==> src/rtl/regfile_bank_if.sv <==
// Bus bundle for the register bank: one write port, bulk clear, two read
// ports, plus the status outputs (write error pulse and valid-entry count).
interface regfile_bank_if #(
    parameter int WIDTH  = 8,
    parameter int ADDR_W = 3
);
    logic              wr_en;
    logic [ADDR_W-1:0] wr_addr;
    logic [WIDTH-1:0]  wr_data;
    logic              clr;
    logic              rd_en_a;
    logic [ADDR_W-1:0] rd_addr_a;
    logic [WIDTH-1:0]  rd_data_a;
    logic              rd_valid_a;
    logic              rd_en_b;
    logic [ADDR_W-1:0] rd_addr_b;
    logic [WIDTH-1:0]  rd_data_b;
    logic              rd_valid_b;
    logic              wr_err;
    logic [ADDR_W:0]   count;

    // The user of the bank drives requests and observes results.
    modport master (
        output wr_en, wr_addr, wr_data, clr,
        output rd_en_a, rd_addr_a, rd_en_b, rd_addr_b,
        input  rd_data_a, rd_valid_a, rd_data_b, rd_valid_b,
        input  wr_err, count
    );

    // The bank itself receives requests and produces results.
    modport slave (
        input  wr_en, wr_addr, wr_data, clr,
        input  rd_en_a, rd_addr_a, rd_en_b, rd_addr_b,
        output rd_data_a, rd_valid_a, rd_data_b, rd_valid_b,
        output wr_err, count
    );
endinterface

==> src/rtl/regfile_bank.sv <==
// WIDTH x DEPTH register bank with per-entry valid bits, one write port,
// two independent registered read ports with write-to-read bypass, a
// synchronous bulk clear and out-of-range address detection.
module regfile_bank #(
    parameter int WIDTH  = 8,
    parameter int DEPTH  = 8,
    parameter int ADDR_W = 3
) (
    input  logic          clk,
    input  logic          rst_n,
    regfile_bank_if.slave bus
);

    localparam logic [ADDR_W:0] DEPTH_L = (ADDR_W + 1)'(DEPTH);

    logic [WIDTH-1:0] mem_q [DEPTH];
    logic [WIDTH-1:0] mem_d [DEPTH];
    logic [DEPTH-1:0] valid_q, valid_d;
    logic [WIDTH-1:0] rd_data_a_q, rd_data_a_d;
    logic [WIDTH-1:0] rd_data_b_q, rd_data_b_d;
    logic             rd_valid_a_q, rd_valid_a_d;
    logic             rd_valid_b_q, rd_valid_b_d;
    logic             wr_err_q, wr_err_d;
    logic [ADDR_W:0]  count_q, count_d;

    logic wr_in_range, rd_in_range_a, rd_in_range_b, wr_hit;

    assign wr_in_range   = {1'b0, bus.wr_addr}   < DEPTH_L;
    assign rd_in_range_a = {1'b0, bus.rd_addr_a} < DEPTH_L;
    assign rd_in_range_b = {1'b0, bus.rd_addr_b} < DEPTH_L;
    // A write only lands when it is in range and not overridden by clear.
    assign wr_hit        = bus.wr_en && !bus.clr && wr_in_range;

    // Next storage contents: clear wipes everything, otherwise apply the write.
    always_comb begin
        mem_d   = mem_q;
        valid_d = valid_q;
        if (bus.clr) begin
            for (int i = 0; i < DEPTH; i++) begin
                mem_d[i] = '0;
            end
            valid_d = '0;
        end else if (wr_hit) begin
            mem_d[bus.wr_addr]   = bus.wr_data;
            valid_d[bus.wr_addr] = 1'b1;
        end
    end

    // Count grows only when a write fills a previously empty entry.
    always_comb begin
        count_d = count_q;
        if (bus.clr) begin
            count_d = '0;
        end else if (wr_hit && !valid_q[bus.wr_addr]) begin
            count_d = count_q + (ADDR_W + 1)'(1);
        end
    end

    // Error pulse flags an out-of-range write that was not masked by clear.
    always_comb begin
        wr_err_d = bus.wr_en && !bus.clr && !wr_in_range;
    end

    // Port A read: clear forces zero, bypass returns fresh write data.
    always_comb begin
        rd_data_a_d  = rd_data_a_q;
        rd_valid_a_d = rd_valid_a_q;
        if (bus.rd_en_a) begin
            if (bus.clr || !rd_in_range_a) begin
                rd_data_a_d  = '0;
                rd_valid_a_d = 1'b0;
            end else if (wr_hit && (bus.wr_addr == bus.rd_addr_a)) begin
                rd_data_a_d  = bus.wr_data;
                rd_valid_a_d = 1'b1;
            end else begin
                rd_data_a_d  = mem_q[bus.rd_addr_a];
                rd_valid_a_d = valid_q[bus.rd_addr_a];
            end
        end
    end

    // Port B read: identical rules, fully independent of port A.
    always_comb begin
        rd_data_b_d  = rd_data_b_q;
        rd_valid_b_d = rd_valid_b_q;
        if (bus.rd_en_b) begin
            if (bus.clr || !rd_in_range_b) begin
                rd_data_b_d  = '0;
                rd_valid_b_d = 1'b0;
            end else if (wr_hit && (bus.wr_addr == bus.rd_addr_b)) begin
                rd_data_b_d  = bus.wr_data;
                rd_valid_b_d = 1'b1;
            end else begin
                rd_data_b_d  = mem_q[bus.rd_addr_b];
                rd_valid_b_d = valid_q[bus.rd_addr_b];
            end
        end
    end

    // All state registers, asynchronously zeroed by reset.
    always_ff @(posedge clk or negedge rst_n) begin
        if (!rst_n) begin
            for (int i = 0; i < DEPTH; i++) begin
                mem_q[i] <= '0;
            end
            valid_q      <= '0;
            rd_data_a_q  <= '0;
            rd_valid_a_q <= 1'b0;
            rd_data_b_q  <= '0;
            rd_valid_b_q <= 1'b0;
            wr_err_q     <= 1'b0;
            count_q      <= '0;
        end else begin
            mem_q        <= mem_d;
            valid_q      <= valid_d;
            rd_data_a_q  <= rd_data_a_d;
            rd_valid_a_q <= rd_valid_a_d;
            rd_data_b_q  <= rd_data_b_d;
            rd_valid_b_q <= rd_valid_b_d;
            wr_err_q     <= wr_err_d;
            count_q      <= count_d;
        end
    end

    assign bus.rd_data_a  = rd_data_a_q;
    assign bus.rd_valid_a = rd_valid_a_q;
    assign bus.rd_data_b  = rd_data_b_q;
    assign bus.rd_valid_b = rd_valid_b_q;
    assign bus.wr_err     = wr_err_q;
    assign bus.count      = count_q;

endmodule

==> src/flat_wrapper.sv <==
// flat-port wrapper written by rule: the top's interface ports become plain ports
module regfile_bank_flat 
#(
    parameter int WIDTH  = 8,
    parameter int DEPTH  = 8,
    parameter int ADDR_W = 3
)
  (clk, rst_n, bus_wr_en, bus_wr_addr, bus_wr_data, bus_clr, bus_rd_en_a, bus_rd_addr_a, bus_rd_en_b, bus_rd_addr_b, bus_rd_data_a, bus_rd_valid_a, bus_rd_data_b, bus_rd_valid_b, bus_wr_err, bus_count);
  regfile_bank_if #(.WIDTH(WIDTH), .ADDR_W(ADDR_W)) bus_i ();
  input  logic clk;
  input  logic rst_n;
  input wire logic [$bits(bus_i.wr_en)-1:0] bus_wr_en;
  input wire logic [$bits(bus_i.wr_addr)-1:0] bus_wr_addr;
  input wire logic [$bits(bus_i.wr_data)-1:0] bus_wr_data;
  input wire logic [$bits(bus_i.clr)-1:0] bus_clr;
  input wire logic [$bits(bus_i.rd_en_a)-1:0] bus_rd_en_a;
  input wire logic [$bits(bus_i.rd_addr_a)-1:0] bus_rd_addr_a;
  input wire logic [$bits(bus_i.rd_en_b)-1:0] bus_rd_en_b;
  input wire logic [$bits(bus_i.rd_addr_b)-1:0] bus_rd_addr_b;
  output wire logic [$bits(bus_i.rd_data_a)-1:0] bus_rd_data_a;
  output wire logic [$bits(bus_i.rd_valid_a)-1:0] bus_rd_valid_a;
  output wire logic [$bits(bus_i.rd_data_b)-1:0] bus_rd_data_b;
  output wire logic [$bits(bus_i.rd_valid_b)-1:0] bus_rd_valid_b;
  output wire logic [$bits(bus_i.wr_err)-1:0] bus_wr_err;
  output wire logic [$bits(bus_i.count)-1:0] bus_count;
  assign bus_i.wr_en = bus_wr_en;
  assign bus_i.wr_addr = bus_wr_addr;
  assign bus_i.wr_data = bus_wr_data;
  assign bus_i.clr = bus_clr;
  assign bus_i.rd_en_a = bus_rd_en_a;
  assign bus_i.rd_addr_a = bus_rd_addr_a;
  assign bus_i.rd_en_b = bus_rd_en_b;
  assign bus_i.rd_addr_b = bus_rd_addr_b;
  assign bus_rd_data_a = bus_i.rd_data_a;
  assign bus_rd_valid_a = bus_i.rd_valid_a;
  assign bus_rd_data_b = bus_i.rd_data_b;
  assign bus_rd_valid_b = bus_i.rd_valid_b;
  assign bus_wr_err = bus_i.wr_err;
  assign bus_count = bus_i.count;
  regfile_bank #(.WIDTH(WIDTH), .DEPTH(DEPTH), .ADDR_W(ADDR_W)) u_core (.clk(clk), .rst_n(rst_n), .bus(bus_i));
endmodule
==> config.mk <==
export PLATFORM = sky130hd
export DESIGN_NAME = regfile_bank_flat
export DESIGN_NICKNAME = d
export VERILOG_FILES = /design/src/rtl/regfile_bank_if.sv /design/src/rtl/regfile_bank.sv /design/src/flat_wrapper.sv
export SDC_FILE = /design/constraint.sdc
export NUM_CORES = 1
export LEC_CHECK = 0
export CELL_PAD_IN_SITES_DETAIL_PLACEMENT = 1
export CELL_PAD_IN_SITES_GLOBAL_PLACEMENT = 2
export CORE_ASPECT_RATIO = 1.2
export CORE_MARGIN = 5
export CORE_UTILIZATION = 41
export DETAILED_ROUTE_END_ITERATION = 8
export GPL_ROUTABILITY_DRIVEN = 0
export GPL_TIMING_DRIVEN = 1
export PLACE_DENSITY = 0.95
export SETUP_SLACK_MARGIN = 0.4
export SYNTH_ARGS = -nofsm -noshare
export SYNTH_HDL_FRONTEND = slang
export SYNTH_SLANG_ARGS = --single-unit
==> constraint.sdc <==
create_clock -name clk -period 2.45 [get_ports clk]
set_input_delay 0.3675 -clock clk [delete_from_list [all_inputs] [get_ports clk]]
set_output_delay 0.3675 -clock clk [all_outputs]
set_load 0.005 [all_outputs]
==> flow_summary.yaml, run 1 <==
status:
  outcome: "finished, final reports clean"
setup_path:
  crit_path_max_fanout: 8
  required_ns: 2.69
  cp.arrival_ns: 2.14
  r2r_start: "u_core.valid_q[2]"
  worstReg2RegEnd: "u_core.bus.count[2]"
  path_class: "primary input to flip-flop"
  crit_path_end_kind: "flip-flop"
  startpoint_type: "primary input"
  r2r_cells: 5
  r2r_setup_slack_ns: 0.96
detailed_routing:
  drt_iter0_drc: 421
  wirelength_um: 17810
  wl_per_cell_um: 24.84
  viasPerCell: 6.018
  ant_nets: 0
  first_pass_iters: 4
  drc: 0
  vias: 4315
floorplan:
  die-area_um2: 14720
  row_count: 44
  ioPinCount: 46
  fp.dieW_um: 111.6
  start_util: 0.4191
  die_h_um: 131.9
  core_area_um2: 12110
timing:
  tightest_slew_ns: 0.6747
  period_share: 0.7747
  skew_ns: 0.01087
  grt_setup_unrepaired: "false"
  slew_headroom: 0.5502
  fin_ws_ns: 0.5520
  finalSetupViolations: 0
  tns_ns: 0
  post-route-min-period_ns: 1.898
  slew_viol_final: 0
  fmax_mhz: 526.9
  hold_violations: 0
logic_synthesis:
  async_flop_share: 1.000
  yosysSeqAreaShare: 0.4634
  synth_edf_count: 0
  syn_inst: 492
  syn_area_per_cell_um2: 10.32
  syn_nets: 516
  synthFlopType: "dfrtp_1"
  synth.distinct_cells: 36
  synth_area_um2: 5076
  ys.warnings.count: 0
  yosys_register_bits: 94
global_route:
  grt_pass1_wl_um: 28060
  gr-total-overflow: 0
  grt_start_max_net_pins: 63
  grt_pass1_vias: 4775
  track_usage: 0.2507
  antenna_found_initial: 0
clock_tree:
  clockBufferDepth: 2
  clock_tree.root_cell: "clkbuf_16"
  cts_sinks: 94
  post_cts_buffers: 0
  cts_tree: "built"
  insertion_delay_ns: 0.35
  cts_made_buffers: 9
  clk_pin_slew_ns: 0.07
  post_cts_resized: 0
  holdBufCountCts: 0
  htree_num_levels: 3
layout:
  nNetsFinal: 575
  post-route-util: 0.5118
  area_growth_pct: 22.11
  drive_gt1_frac: 0.1888
  diodes: 0
power:
  irDropWorstVdd_mv: 0.3389
  power.density_nw_per_um2: 575.8
  leakagePower_nw: 2.540
placed_design:
  detailed_place_hpwl_um: 12070
  place_ws_ns: 0.06553
  portBuffers: 44
min_path:
  hold_path_class: "primary input to async pin"
run:
  max_cap_violations: 0
metrics by stage:
stage | total power [W] | instances | cell area, µm² | hold slack, ns
global route | 0.003695 | 717 | 6198 | 0.1017
detailed placement | 0.002116 | 701 | 5879 | 0.4365
floorplan | 0.001887 | 492 | 5076 | 0.07191
global placement | 0.002097 | 701 | 5879 | 0.4346
CTS | 0.003592 | 717 | 6188 | 0.06488
finish | 0.003569 | 717 | 6198 | 0.04749
logic make-up (layout without fill, tap and decap cells):
kind of cell	Yosys count	in the layout	synth area share
and+or+nand+nor	182	182	0.1511
AOI/OAI and AO/OA	110	110	0.1260
DFF	94	94	0.4634
muxes	58	58	0.2031
buffers and inverters	40	104	0.04289
xor gates and xnor gates	6	6	0.01035
adders and majority gates	1	1	0.002464
other	1	1	0.0007388
metal layers:
metal / vias to the layer above / track usage / wire length [µm]
li1: 1851 / - / -
met1: 2222 / 0.3041 / 6430
met2: 182 / 0.4148 / 9133
met3: 60 / 0.03398 / 1186
met4: 0 / 0.1690 / 1060
met5: - / 0 / 0
where the power goes:
group          total (W)  internal (W)  switching (W)
registers        0.00163       0.00159      0.0000373
clock network    0.00148      0.000848       0.000630
logic           0.000462      0.000192       0.000270
total            0.00357       0.00263       0.000937
worst max-delay path: stages:
cell and delay, ns:
clkdlybuf4s50_1 0.68, nor2_1 0.16, o2bb2ai_1 0.19, a221oi_4 0.37, a211oi_1 0.14, a31o_2 0.23
layout by cell type (no fill, tap or decap), types with 3 or more instances in the layout:
cell / instances
nand2_1: 134
dfrtp_1: 94
a21oi_1: 70
clkdlybuf4s50_1: 41
mux4_2: 36
buf_4: 34
mux2i_1: 22
nor2_1: 17
o21ai_1: 16
a22oi_1: 14
clkbuf_16: 9
nand2b_1: 8
xor2_1: 6
buf_12: 6
nor2b_1: 4
nor2_2: 4
nand3_1: 4
inv_1: 3
cell type report:
class,instances,area [µm²]
fillers,1362,5913
multi-input cells,358,2514
flip-flops and latches,94,2352
repair buffers,83,803.3
clock buffers,11,252.7
well taps,161,201.4
clock inverters,5,56.30
inverters,5,18.77
worst max path at each step:
stage	depth (start not counted)	end	slack, ns	startpoint
final	6	u_core.bus.count[2]	0.55	bus_wr_addr[2]
after detailed placement	7	u_core.mem_q[31]	0.07	bus_wr_addr[0]
after CTS	7	u_core.mem_q[31]	0.42	bus_wr_addr[0]
after global placement	7	u_core.mem_q[27]	0.13	bus_wr_addr[0]
after global routing	6	u_core.bus.count[3]	0.46	bus_wr_addr[2]
after floorplan	5	u_core.bus.rd_data_a[6]	0.89	bus_rd_addr_a[0]
flip-flops by register name, summed over array words and instances (netlist names):
register,cells
u_core.mem_q,64
u_core.bus.rd_data_a,8
u_core.bus.rd_data_b,8
u_core.valid_q,8
u_core.bus.count,4
u_core.bus.rd_valid_a,1
u_core.bus.rd_valid_b,1
synthesized netlist by cell type, types with 4 or more instances:
cell type,count,area [µm²]
nor2_1,17,63.81
mux4_2,36,810.8
o21ai_1,16,80.08
clkbuf_1,16,60.06
buf_2,6,30.03
mux2i_1,22,220.2
buf_6,5,56.30
xor2_1,6,52.55
dfrtp_1,94,2352
nand2b_1,8,50.05
a21oi_1,70,350.3
buf_4,6,45.04
a22oi_1,14,105.1
nand3_1,4,20.02
nand2_1,135,506.7
nor2b_1,4,25.02
nor2_2,5,31.28
Note: power is estimated with default switching activity, not from simulation.
==> run 2: changes to the inputs <==
--- a/config.mk
+++ b/config.mk
@@ -9,11 +9,11 @@
 export CELL_PAD_IN_SITES_GLOBAL_PLACEMENT = 2
 export CORE_ASPECT_RATIO = 1.2
 export CORE_MARGIN = 5
-export CORE_UTILIZATION = 41
+export CORE_UTILIZATION = 38
 export DETAILED_ROUTE_END_ITERATION = 8
 export GPL_ROUTABILITY_DRIVEN = 0
 export GPL_TIMING_DRIVEN = 1
-export PLACE_DENSITY = 0.95
+export PLACE_DENSITY = 0.9
 export SETUP_SLACK_MARGIN = 0.4
 export SYNTH_ARGS = -nofsm -noshare
 export SYNTH_HDL_FRONTEND = slang
==> constraint.sdc (replaced) <==
create_clock -name clk -period 1.9 [get_ports clk]
set_input_delay 0.285 -clock clk [delete_from_list [all_inputs] [get_ports clk]]
set_output_delay 0.285 -clock clk [all_outputs]
set_load 0.005 [all_outputs]
==> run 2 against run 1 <==
Net effect: clock skew shrank 0.0052 ns; count of clock-buffer cells in the layout unchanged; largest power group unchanged; critical path depth is 1 lower; worst setup slack got worse by 0.18 ns; total power is 30% higher; worst hold slack improved by 0.30 ns; non-clock buffer count up 37.
==> flow_summary.yaml, run 2 (synthesis results as in run 1) <==
detailed_routing:
  drt_iter0_drc: 354
  wirelength_um: 18840
  first_pass_iters: 5
  drc: 0
  vias: 4484
  ant_nets: 0
  wl_per_cell_um: 24.76
  viasPerCell: 5.892
timing:
  grt_setup_unrepaired: "true"
  slew_viol_final: 0
  post-route-min-period_ns: 1.529
  finalSetupViolations: 0
  hold_violations: 0
  period_share: 0.8048
  skew_ns: 0.005678
  slew_headroom: 0.6085
  tightest_slew_ns: 0.5854
  fmax_mhz: 654.0
  tns_ns: 0
clock_tree:
  clockBufferDepth: 2
  cts_tree: "built"
  cts_sinks: 94
  clock_tree.root_cell: "clkbuf_16"
  clk_pin_slew_ns: 0.07
  insertion_delay_ns: 0.34
  htree_num_levels: 3
  cts_made_buffers: 9
run:
  max_cap_violations: 0
floorplan:
  fp.dieW_um: 115.5
  die_h_um: 136.6
  row_count: 46
  ioPinCount: 46
  core_area_um2: 13180
  die-area_um2: 15780
  start_util: 0.3851
layout:
  drive_gt1_frac: 0.2799
  ff_latch_area_um2: 2352
  multi_input_area_um2: 2641
  stdcell_count: 761
  final_cell_mix: "nand2_1, dfrtp_1, a21oi_1, buf_4, mux4_2"
  final_area_um2: 6701
  largest-register: "u_core.mem_q"
  fillers: 1415
  diodes: 0
  largest_reg_flops: 64
  nNetsFinal: 612
  post-route-util: 0.5084
  layout_commonest_cell: "nand2_1"
  area_growth_pct: 32.02
power:
  power.density_nw_per_um2: 694.6
  irDropWorstVdd_mv: 0.5210
  leakagePower_nw: 2.982
  total_power_w: 0.004655
setup_path:
  cpPeakStageDelay_ns: 0.44
  crit_chain: "mux2i_2, o221ai_2, a221oi_4, a211oi_2, a31o_2"
  critPathTopFamily: "compound AO/OA/AOI/OAI gates"
  timing.critical_path.buf_inv: 0
  cp.arrival_ns: 1.77
  path_class: "flip-flop to flip-flop"
  crit_path_end_kind: "flip-flop"
  crit_slowest_cell: "dfrtp_1"
  required_ns: 2.14
  crit_path_max_fanout: 5
  startpoint_type: "flip-flop"
status:
  outcome: "finished, final reports clean"
global_route:
  grt_pass1_vias: 4853
  grt_start_max_net_pins: 43
  gr-total-overflow: 0
  antenna_found_initial: 0
  grt_pass1_wl_um: 27860
  track_usage: 0.2396
placed_design:
  portBuffers: 44
  detailed_place_hpwl_um: 12750
  place_area_um2: 6091
  dpl.cell_count: 730
min_path:
  hold_path_class: "primary input to flip-flop"
[run 2: cell count changes in the layout (fill, tap and decap cells not counted), moves of 3 or more]
cell,previous run,this run
buf_12,6,9
buf_4,34,58
dlymetal6s2s_1,1,7
clkdlybuf4s50_1,41,11
buf_6,0,6
dlygate4sd2_1,0,20
a21oi_2,0,8
a21oi_1,70,62
[run 2: per-layer routing]
metal  wire length (µm)  track usage
met1               7242       0.2829
met4                864       0.1076
met2               9776       0.4324
met5                  0            0
met3                961      0.02875
[run 2: worst paths after layout]
check	start	to	slack, ns	depth (start not counted)
worst min-delay path	bus_clr	u_core.bus.count[0]	0.35	3
worst max register to register	u_core.valid_q[3]	u_core.bus.count[2]	0.37	5
worst min register to register	u_core.bus.rd_valid_b	u_core.bus.rd_valid_b	0.50	2
min in group asynchronous	rst_n	u_core.mem_q[50]	0.41	2
worst max-delay path	u_core.valid_q[3]	u_core.bus.count[2]	0.37	5
max in group asynchronous	rst_n	u_core.bus.rd_data_a[3]	0.90	3
[run 2: worst min-delay path: stages]
cell and delay [ns]:
buf_2 0.17, nand2b_1 0.13, mux2i_1 0.06
[run 2: repair_timing]
action	4_1_cts	5_1_grt
endpoints found under the setup margin	111	69
endpoints found under the hold margin	26	0
pin swaps	6	7
hold buffers	1	0
buffers inserted	9	3
resized for setup	39	39
cloned	1	1
[run 2: area by class of cell]
| type | count | share of cell area |
|---|---|---|
| Multi-Input combinational cell | 358 | 0.3941 |
| Clock inverter | 5 | 0.008402 |
| Tap cell | 168 | 0.03137 |
| Clock buffer | 11 | 0.03622 |
| Sequential cell | 94 | 0.3510 |
| Timing Repair Buffer | 120 | 0.1761 |
| Inverter | 5 | 0.002801 |
[run 2: per-stage QoR]
stage	hold WS, ns	setup WS [ns]
floorplan	-0.01059	0.4236
global placement	0.2405	-0.1248
detailed placement	0.2442	-0.2401
CTS	0.3557	0.3695
global route	0.3812	0.2999
finish	0.3491	0.3710
[run 2: where the power goes]
part / leakage, nW / internal (W) / total [W] / switching, W
Clock: 0.146 / 0.00106 / 0.00187 / 0.000808
Combinational: 1.54 / 0.000304 / 0.000690 / 0.000387
Sequential: 1.30 / 0.00205 / 0.00210 / 0.0000456
==> run 3: changes to the inputs <==
--- a/config.mk
+++ b/config.mk
@@ -9,11 +9,11 @@
 export CELL_PAD_IN_SITES_GLOBAL_PLACEMENT = 2
 export CORE_ASPECT_RATIO = 1.2
 export CORE_MARGIN = 5
-export CORE_UTILIZATION = 38
+export CORE_UTILIZATION = 34
 export DETAILED_ROUTE_END_ITERATION = 8
 export GPL_ROUTABILITY_DRIVEN = 0
 export GPL_TIMING_DRIVEN = 1
-export PLACE_DENSITY = 0.9
+export PLACE_DENSITY = 0.86
 export SETUP_SLACK_MARGIN = 0.4
 export SYNTH_ARGS = -nofsm -noshare
 export SYNTH_HDL_FRONTEND = slang
==> constraint.sdc (replaced) <==
create_clock -name clk -period 1.4 [get_ports clk]
set_input_delay 0.21 -clock clk [delete_from_list [all_inputs] [get_ports clk]]
set_output_delay 0.21 -clock clk [all_outputs]
set_load 0.005 [all_outputs]
==> run 3 against run 2 <==
Net effect: the run now ends with setup timing left; non-clock buffer count grew 54; total power up 50%; largest power group unchanged; worst hold slack lost 0.039 ns; largest cell class unchanged; sequential share of layout area shrank 6.6 points; highest routed layer unchanged; die area rose by 11%; maximum frequency decreased by 0.16%; via count grew 14%; core utilization increased by 4.9 points; clock power is 50% higher; critical path type unchanged.
==> flow_summary.yaml, run 3 (synthesis results as in run 1) <==
global_route:
  track_usage: 0.2516
  grt_pass1_wl_um: 32430
  gr-total-overflow: 0
  grt_start_max_net_pins: 49
  antenna_found_initial: 0
  grt_pass1_vias: 5310
floorplan:
  core_area_um2: 14840
  ioPinCount: 46
  die-area_um2: 17480
  die_h_um: 143.9
  fp.dieW_um: 121.5
  row_count: 49
  start_util: 0.3421
min_path:
  hold_path_class: "primary input to async pin"
setup_path:
  startpoint_type: "flip-flop"
  required_ns: 1.64
  crit_path_max_fanout: 4
  crit_path_end_kind: "flip-flop"
  cp.arrival_ns: 1.77
  worstReg2RegEnd: "u_core.bus.count[3]"
  endpoint: "u_core.bus.count[3]"
  r2r_start: "u_core.valid_q[2]"
  r2r_setup_slack_ns: -0.13
  path_class: "flip-flop to flip-flop"
  r2r_cells: 5
  cp-startpoint: "u_core.valid_q[2]"
clock_tree:
  cts_made_buffers: 9
  htree_num_levels: 3
  clk_pin_slew_ns: 0.08
  clockBufferDepth: 2
  clock_tree.root_cell: "clkbuf_16"
  insertion_delay_ns: 0.36
  cts_sinks: 94
  cts_tree: "built"
detailed_routing:
  wirelength_um: 24530
  dr.max_layer_used: "met4"
  drt_iter0_drc: 526
  drc: 0
  ant_nets: 0
  viasPerCell: 5.985
  wl_met2_um: 12590
  wl_met3_um: 1548
  wl_met1_um: 8741
  first_pass_iters: 5
  vias: 5093
  wl_per_cell_um: 28.82
layout:
  area_growth_pct: 62.88
  diodes: 0
  layout_commonest_cell: "dfrtp_1"
  largest_reg_flops: 64
  nNetsFinal: 666
  largest-register: "u_core.mem_q"
  post-route-util: 0.5573
  final_cell_mix: "dfrtp_1, buf_4, a21oi_2, nand2_4, nand2_1"
  drive_gt1_frac: 0.6430
timing:
  grt_setup_unrepaired: "true"
  post-route-min-period_ns: 1.531
  slew_viol_final: 0
  period_share: 1.094
  slew_headroom: 0.3764
  hold_violations: 0
  fin_ws_ns: -0.1315
  skew_ns: 0.01499
  fmax_mhz: 653.0
  tightest_slew_ns: 0.9339
  finalSetupViolations: 6
  tns_ns: -0.4850
power:
  power.density_nw_per_um2: 846.8
  leakagePower_nw: 3.626
  irDropWorstVdd_mv: 0.5262
status:
  outcome: "complete, but fails checks"
  violations: "setup timing"
placed_design:
  portBuffers: 44
  place_ws_ns: -0.6529
  detailed_place_hpwl_um: 13030
run:
  max_cap_violations: 0
run 3: repair_timing:
item                                    4_1_cts  5_1_grt
gates resized for setup                     306      130
hold buffers                                  1        0
pin swaps                                    43       51
endpoints found under the setup margin      116      154
hold endpoints to repair                     26        0
gates cloned                                  2        1
buffers inserted                             30       22
run 3: report_power, final:
part	leakage, nW	total, W	internal, W	switching (W)
combinational	2.18	0.00134	0.000590	0.000754
clock	0.152	0.00280	0.00158	0.00123
sequential	1.30	0.00286	0.00278	0.0000712
run 3: critical path, cell delays in order (launching register included):
cell      delay (ns)
dfrtp_1         0.42
mux2i_2         0.19
o221ai_2        0.15
a221oi_4        0.28
nand4_1         0.21
mux2i_1         0.16
run 3: layout make-up:
type | instances | area, µm²
clock buffer | 9 | 225.2
clock inverter | 7 | 97.59
fill | 1531 | 6569
inverter | 5 | 18.77
multi-input combinational | 358 | 3561
sequential | 94 | 2354
tap | 204 | 255.2
timing repair buffer | 174 | 1757
run 3: stage by stage:
stage	hold slack, ns	instance area [µm²]	total power [W]	instances
floorplan	-0.08559	5255	0.003359	492
global placement	0.1732	6377	0.003789	779
detailed placement	0.1820	6377	0.003822	779
CTS	0.3073	7557	0.006724	828
global route	0.3374	8268	0.007154	851
finish	0.3105	8268	0.007001	851
run 3: worst min path at each step:
stage | end | slack [ns] | cells past startpoint
2_1_floorplan | u_core.bus.count[0] | -0.09 | 0
3_3_place_gp | u_core.mem_q[41] | 0.17 | 1
3_5_place_dp | u_core.mem_q[41] | 0.18 | 1
4_1_cts | u_core.bus.count[1] | 0.31 | 4
5_1_grt | u_core.mem_q[57] | 0.34 | 2
6_report | u_core.mem_q[33] | 0.31 | 2
run 3: per-layer routing:
| metal | vias up | GRT usage |
|---|---|---|
| met5 | - | 0 |
| met4 | 0 | 0.1422 |
| met3 | 115 | 0.03504 |
| met2 | 297 | 0.4437 |
| met1 | 2646 | 0.2930 |
| li1 | 2035 | - |
